<file path="src/rtl/fifo_wr_if.sv">
// Write-side handshake bundle between the FIFO writer and the write pointer/flag controller.
interface fifo_wr_if #(
  parameter int P_SIZE = 4
) ();
  logic              w_inc;
  logic [P_SIZE-1:0] sync_rd_ptr;
  logic              ovf_clr;
  logic              w_en;
  logic [P_SIZE-2:0] wr_addr;
  logic [P_SIZE-1:0] gray_wr_ptr;
  logic              full;
  logic              ovf;
  logic [P_SIZE-1:0] wr_level;
  logic              almost_full;

  modport master (
    output w_inc, sync_rd_ptr, ovf_clr,
    input  w_en, wr_addr, gray_wr_ptr, full, ovf, wr_level, almost_full
  );

  modport slave (
    input  w_inc, sync_rd_ptr, ovf_clr,
    output w_en, wr_addr, gray_wr_ptr, full, ovf, wr_level, almost_full
  );
endinterface

</file>
<file path="src/rtl/fifo_wr.sv">
// Write-domain pointer/flag controller of the dual-clock FIFO: binary address, gray pointer, full, overflow.
// Define FIFO_WR_ALMOST_FULL_EN to build the fill level and almost-full logic.
module fifo_wr #(
  parameter int P_SIZE   = 4,
  parameter int AF_LEVEL = 6
) (
  input logic      w_clk,
  input logic      w_rst,
  fifo_wr_if.slave bus
);
  logic [P_SIZE-1:0] wr_ptr_reg;
  logic [P_SIZE-1:0] wr_ptr_next;
  logic [P_SIZE-1:0] gray_reg;
  logic [P_SIZE-1:0] gray_next;
  logic [P_SIZE-1:0] full_match;
  logic              full_reg;
  logic              ovf_reg;

  // Reset also gates the enable so no write escapes while w_rst is high.
  assign bus.w_en        = bus.w_inc & ~full_reg & ~w_rst;
  assign bus.wr_addr     = wr_ptr_reg[P_SIZE-2:0];
  assign bus.gray_wr_ptr = gray_reg;
  assign bus.full        = full_reg;
  assign bus.ovf         = ovf_reg;

  always_comb begin
    wr_ptr_next = wr_ptr_reg;
    if (bus.w_en) begin
      wr_ptr_next = wr_ptr_reg + P_SIZE'(1);
    end
    gray_next  = wr_ptr_next ^ (wr_ptr_next >> 1);
    // Full when the writer is exactly one lap ahead: top two gray bits inverted.
    full_match = {~bus.sync_rd_ptr[P_SIZE-1:P_SIZE-2], bus.sync_rd_ptr[P_SIZE-3:0]};
  end

  always_ff @(posedge w_clk or posedge w_rst) begin
    if (w_rst) begin
      wr_ptr_reg <= '0;
      gray_reg   <= '0;
      full_reg   <= 1'b0;
      ovf_reg    <= 1'b0;
    end else begin
      wr_ptr_reg <= wr_ptr_next;
      gray_reg   <= gray_next;
      full_reg   <= (gray_next == full_match);
      if (bus.w_inc && full_reg) begin
        ovf_reg <= 1'b1;
      end else if (bus.ovf_clr) begin
        ovf_reg <= 1'b0;
      end
    end
  end

`ifdef FIFO_WR_ALMOST_FULL_EN
  logic [P_SIZE-1:0] rd_bin;
  logic [P_SIZE-1:0] level_next;
  logic [P_SIZE-1:0] level_reg;
  logic              af_next;
  logic              af_reg;

  // Each binary bit is the XOR of all gray bits from the MSB down to it.
  generate
    for (genvar gi = 0; gi < P_SIZE; gi++) begin : g_g2b
      assign rd_bin[gi] = ^bus.sync_rd_ptr[P_SIZE-1:gi];
    end
  endgenerate

  assign level_next = wr_ptr_next - rd_bin;
  assign af_next    = (level_next >= P_SIZE'(AF_LEVEL));

  always_ff @(posedge w_clk or posedge w_rst) begin
    if (w_rst) begin
      level_reg <= '0;
      af_reg    <= 1'b0;
    end else begin
      level_reg <= level_next;
      af_reg    <= af_next;
    end
  end

  assign bus.wr_level    = level_reg;
  assign bus.almost_full = af_reg;
`else
  assign bus.wr_level    = '0;
  assign bus.almost_full = 1'b0;
`endif

endmodule
</file>
<file path="src/flat_wrapper.sv">
// flat-port wrapper written by rule: the top's interface ports become plain ports
module fifo_wr_flat 
#(
  parameter int P_SIZE   = 4,
  parameter int AF_LEVEL = 6
)
  (w_clk, w_rst, bus_w_inc, bus_sync_rd_ptr, bus_ovf_clr, bus_w_en, bus_wr_addr, bus_gray_wr_ptr, bus_full, bus_ovf, bus_wr_level, bus_almost_full);
  fifo_wr_if #(.P_SIZE(P_SIZE)) bus_i ();
  input logic w_clk;
  input logic w_rst;
  input wire logic [$bits(bus_i.w_inc)-1:0] bus_w_inc;
  input wire logic [$bits(bus_i.sync_rd_ptr)-1:0] bus_sync_rd_ptr;
  input wire logic [$bits(bus_i.ovf_clr)-1:0] bus_ovf_clr;
  output wire logic [$bits(bus_i.w_en)-1:0] bus_w_en;
  output wire logic [$bits(bus_i.wr_addr)-1:0] bus_wr_addr;
  output wire logic [$bits(bus_i.gray_wr_ptr)-1:0] bus_gray_wr_ptr;
  output wire logic [$bits(bus_i.full)-1:0] bus_full;
  output wire logic [$bits(bus_i.ovf)-1:0] bus_ovf;
  output wire logic [$bits(bus_i.wr_level)-1:0] bus_wr_level;
  output wire logic [$bits(bus_i.almost_full)-1:0] bus_almost_full;
  assign bus_i.w_inc = bus_w_inc;
  assign bus_i.sync_rd_ptr = bus_sync_rd_ptr;
  assign bus_i.ovf_clr = bus_ovf_clr;
  assign bus_w_en = bus_i.w_en;
  assign bus_wr_addr = bus_i.wr_addr;
  assign bus_gray_wr_ptr = bus_i.gray_wr_ptr;
  assign bus_full = bus_i.full;
  assign bus_ovf = bus_i.ovf;
  assign bus_wr_level = bus_i.wr_level;
  assign bus_almost_full = bus_i.almost_full;
  fifo_wr #(.P_SIZE(P_SIZE), .AF_LEVEL(AF_LEVEL)) u_core (.w_clk(w_clk), .w_rst(w_rst), .bus(bus_i));
endmodule
</file>
<file path="config.mk">
export PLATFORM = sky130hd
export DESIGN_NAME = fifo_wr_flat
export DESIGN_NICKNAME = d
export VERILOG_FILES = /design/src/rtl/fifo_wr_if.sv /design/src/rtl/fifo_wr.sv /design/src/flat_wrapper.sv
export SDC_FILE = /design/constraint.sdc
export NUM_CORES = 1
export LEC_CHECK = 0
export ABC_AREA = 0
export CORE_MARGIN = 2
export CORE_UTILIZATION = 35
export CTS_CLUSTER_SIZE = 40
export DETAILED_ROUTE_END_ITERATION = 10
export PLACE_DENSITY = 0.68
export SLEW_MARGIN = 15
export SYNTH_ARGS = -nofsm -noshare
export SYNTH_HDL_FRONTEND = slang
export SYNTH_SLANG_ARGS = --single-unit
</file>
<file path="constraint.sdc">
create_clock -name w_clk -period 1.6 [get_ports w_clk]
set_input_delay 0.24 -clock w_clk [delete_from_list [all_inputs] [get_ports w_clk]]
set_output_delay 0.24 -clock w_clk [all_outputs]
set_load 0.05 [all_outputs]
</file>
==> flow_summary.yaml <==
placement:
  dp.cells: 101
  place_congestion: 0.829
  hpwlAfterDp_um: 1030
  io_buffers: 17
setup_path:
  crit_buf_inv: 3
  end_kind: "primary output"
  slowest_stage: "or3b_4"
  cp.required_ps: 1360
  cp_max_fo: 2
  start_kind: "flop"
  cp_data_arrival_time_ps: 1400
  crit_chain: "or3b_4 > clkinv_8 > buf_6 > buf_12"
  worstSetupPathType: "flop to primary output"
  max_stage_delay_ps: 440
  critPathTopFamily: "simple AND/OR/NAND/NOR gates"
global_routing:
  grt_usage_pct: 15.3
  grt-ovfl-total: 0
  grt_max_degree: 10
  antenna_found_initial: 0
  grt_pass1_wl_um: 2180
  grt_pass1_vias: 519
floorplan:
  io_pins: 23
  core-area_um2: 1690
  dieArea_um2: 2090
  dieHeight_um: 45.7
  initial_core_util_pct: 36.1
  die_w_um: 45.7
  fp-row-count: 15
timing:
  period_minus_slack_ps: 1640
  rsz0062_at_grt: "yes"
  setup_viol: 1
  hold_viol: 0
  post-route-period-util_pct: 102
  finalMaxSlewViolations: 0
  setup_ws_ps: -36.1
  max_freq_mhz: 611
  finClkSkew_ps: 9.79
min_path:
  hold_path.class: "primary input to async pin"
layout:
  num_antenna_cells: 0
  final_cell_mix: "17 x buf_4, 11 x xnor2_1, 6 x inv_1, 6 x clkdlybuf4s50_1"
  stdcell_count: 108
  largest_reg_flops: 4
  drive_above_1_share_pct: 42.9
  final_nets: 101
  final_common_cell: "buf_4"
  fillers: 151
  synthToLayoutAreaGrowth_pct: 55.0
power:
  p_leak_uw: 0.000434
  irDropWorstVdd_mv: 1.24
  power_uw: 2280
  power.density_nw_per_um2: 2420
drt:
  remaining_drc_errors: 0
  routed_wirelength_um: 1290
  drtAntennaViolNets: 0
  wire_per_inst_um: 11.9
  via_count: 523
  drtIter0Drc: 2
  firstDrtPassIters: 2
  viasPerCell: 4.84
synthesis:
  synth-seq-cells: 9
  synth_warnings: 0
  yosysSeqAreaShare_pct: 37.0
  synth_cells: 60
  syn_area_um2: 609
  synth_cell_types: 26
  syn_area_per_cell_um2: 10.2
clocking:
  cts_inserted_buffers: 3
  clockBufferDepth: 2
  postCtsHoldBufs: 0
  htree_levels: 1
  cts_tree: "built"
  clk_latency_ps: 270
  cts_sinks: 9
  clk_pin_slew_ps: 70
  root_buffer: "clkbuf_4"
status:
  violations: "setup timing"
  status: "finished with violations"
run:
  cap_violations: 0
-- stage by stage --
| stage | TNS, ps | hold WS [ps] | utilization, % | instance area [um^2] | worst slack [ps] |
|---|---|---|---|---|---|
| after detailed placement | -585 | 521 | 52.0 | 878 | -193 |
| final | -36.1 | 402 | 55.9 | 945 | -36.1 |
| after global routing | -162 | 426 | 55.9 | 945 | -82.8 |
| after global placement | -508 | 522 | 52.0 | 878 | -152 |
| after floorplan | -5.25 | 67.6 | - | 658 | -5.25 |
| after CTS | -41.4 | 412 | 55.5 | 937 | -41.4 |
-- path summary, 6_finish.rpt --
check                                           startpoint                             endpoint  slack, ps  cells past startpoint
worst max-delay path             u_core.bus.full$_DFF_PP0_                             bus_w_en        -40                      4
max in group asynchronous                            w_rst       u_core.wr_ptr_reg[0]$_DFF_PP0_        900                      3
worst max register to register   u_core.bus.full$_DFF_PP0_            u_core.bus.full$_DFF_PP0_         30                      6
worst min register to register  u_core.bus.ovf$_DFFE_PP0P_           u_core.bus.ovf$_DFFE_PP0P_        530                      2
min in group w_clk                               bus_w_inc           u_core.bus.ovf$_DFFE_PP0P_        440                      4
worst min-delay path                                 w_rst  u_core.bus.gray_wr_ptr[2]$_DFF_PP0_        400                      3
-- metal layers --
layer,vias to the layer above,track usage (%),routed length [um]
li1,255,-,-
met1,244,20.0,575
met2,18,22.0,627
met3,6,1.19,38
met4,0,14.3,48
met5,-,0,0
-- layout make-up --
cell class	count	area [um^2]	area share, %
clock buffer	3	22.5	2.38
clock inverter	1	5.00	0.530
inverter	7	38.8	4.11
multi-input combinational	42	348	36.8
sequential	9	230	24.4
tap	17	21.3	2.25
timing repair buffer	29	279	29.5
-- power breakdown --
part	total, uW	internal (uW)	leakage [uW]	switching [uW]
registers	453	353	0.000106	99.8
logic	1650	745	0.000311	902
clock network	182	92.5	0.0000177	89.9
total	2280	1190	0.000434	1090
-- synthesized netlist by cell type, drive strengths merged --
cell    instances  area [um^2]
inv             6         22.5
dfrtp           9          225
nor4b           1         8.76
nor3b           1         7.51
and4bb          1         12.5
and3b           1         8.76
a221oi          1         8.76
or3b            1         11.3
ha              1         12.5
a31oi           1         6.26
nand3b          1         7.51
clkinv          1         8.76
xor2            2         17.5
mux2i           2         20.0
conb            1         3.75
a21oi           1         5.00
o211a           1         10.0
clkbuf          1         5.00
o21ai           4         20.0
and3            1         7.51
xnor2          12          113
nor4            1         12.5
nand2           3         11.3
nand4           1         6.26
buf             5         37.5
-- worst register-to-register path, stage by stage, from the launching register on --
cell	delay, ps
dfrtp_2	410
or3b_4	440
clkinv_8	60
buf_6	110
mux2i_2	220
xnor2_1	110
nor4_2	130
-- cell families after synthesis --
logic type	synth area share (%)
xor+xnor	21.4
fa+ha+maj	2.05
mux	3.29
flops	37.0
other cells	0.615
simple gates	15.4
compound gates	8.21
buf+inv	12.1
-- what timing repair did --
item                       4_1_cts  5_1_grt
pin swaps                        1        0
setup endpoints to repair        2        2
buffers inserted                 3        0
resized for setup                3        2
Power figures use the tool's default switching activity.
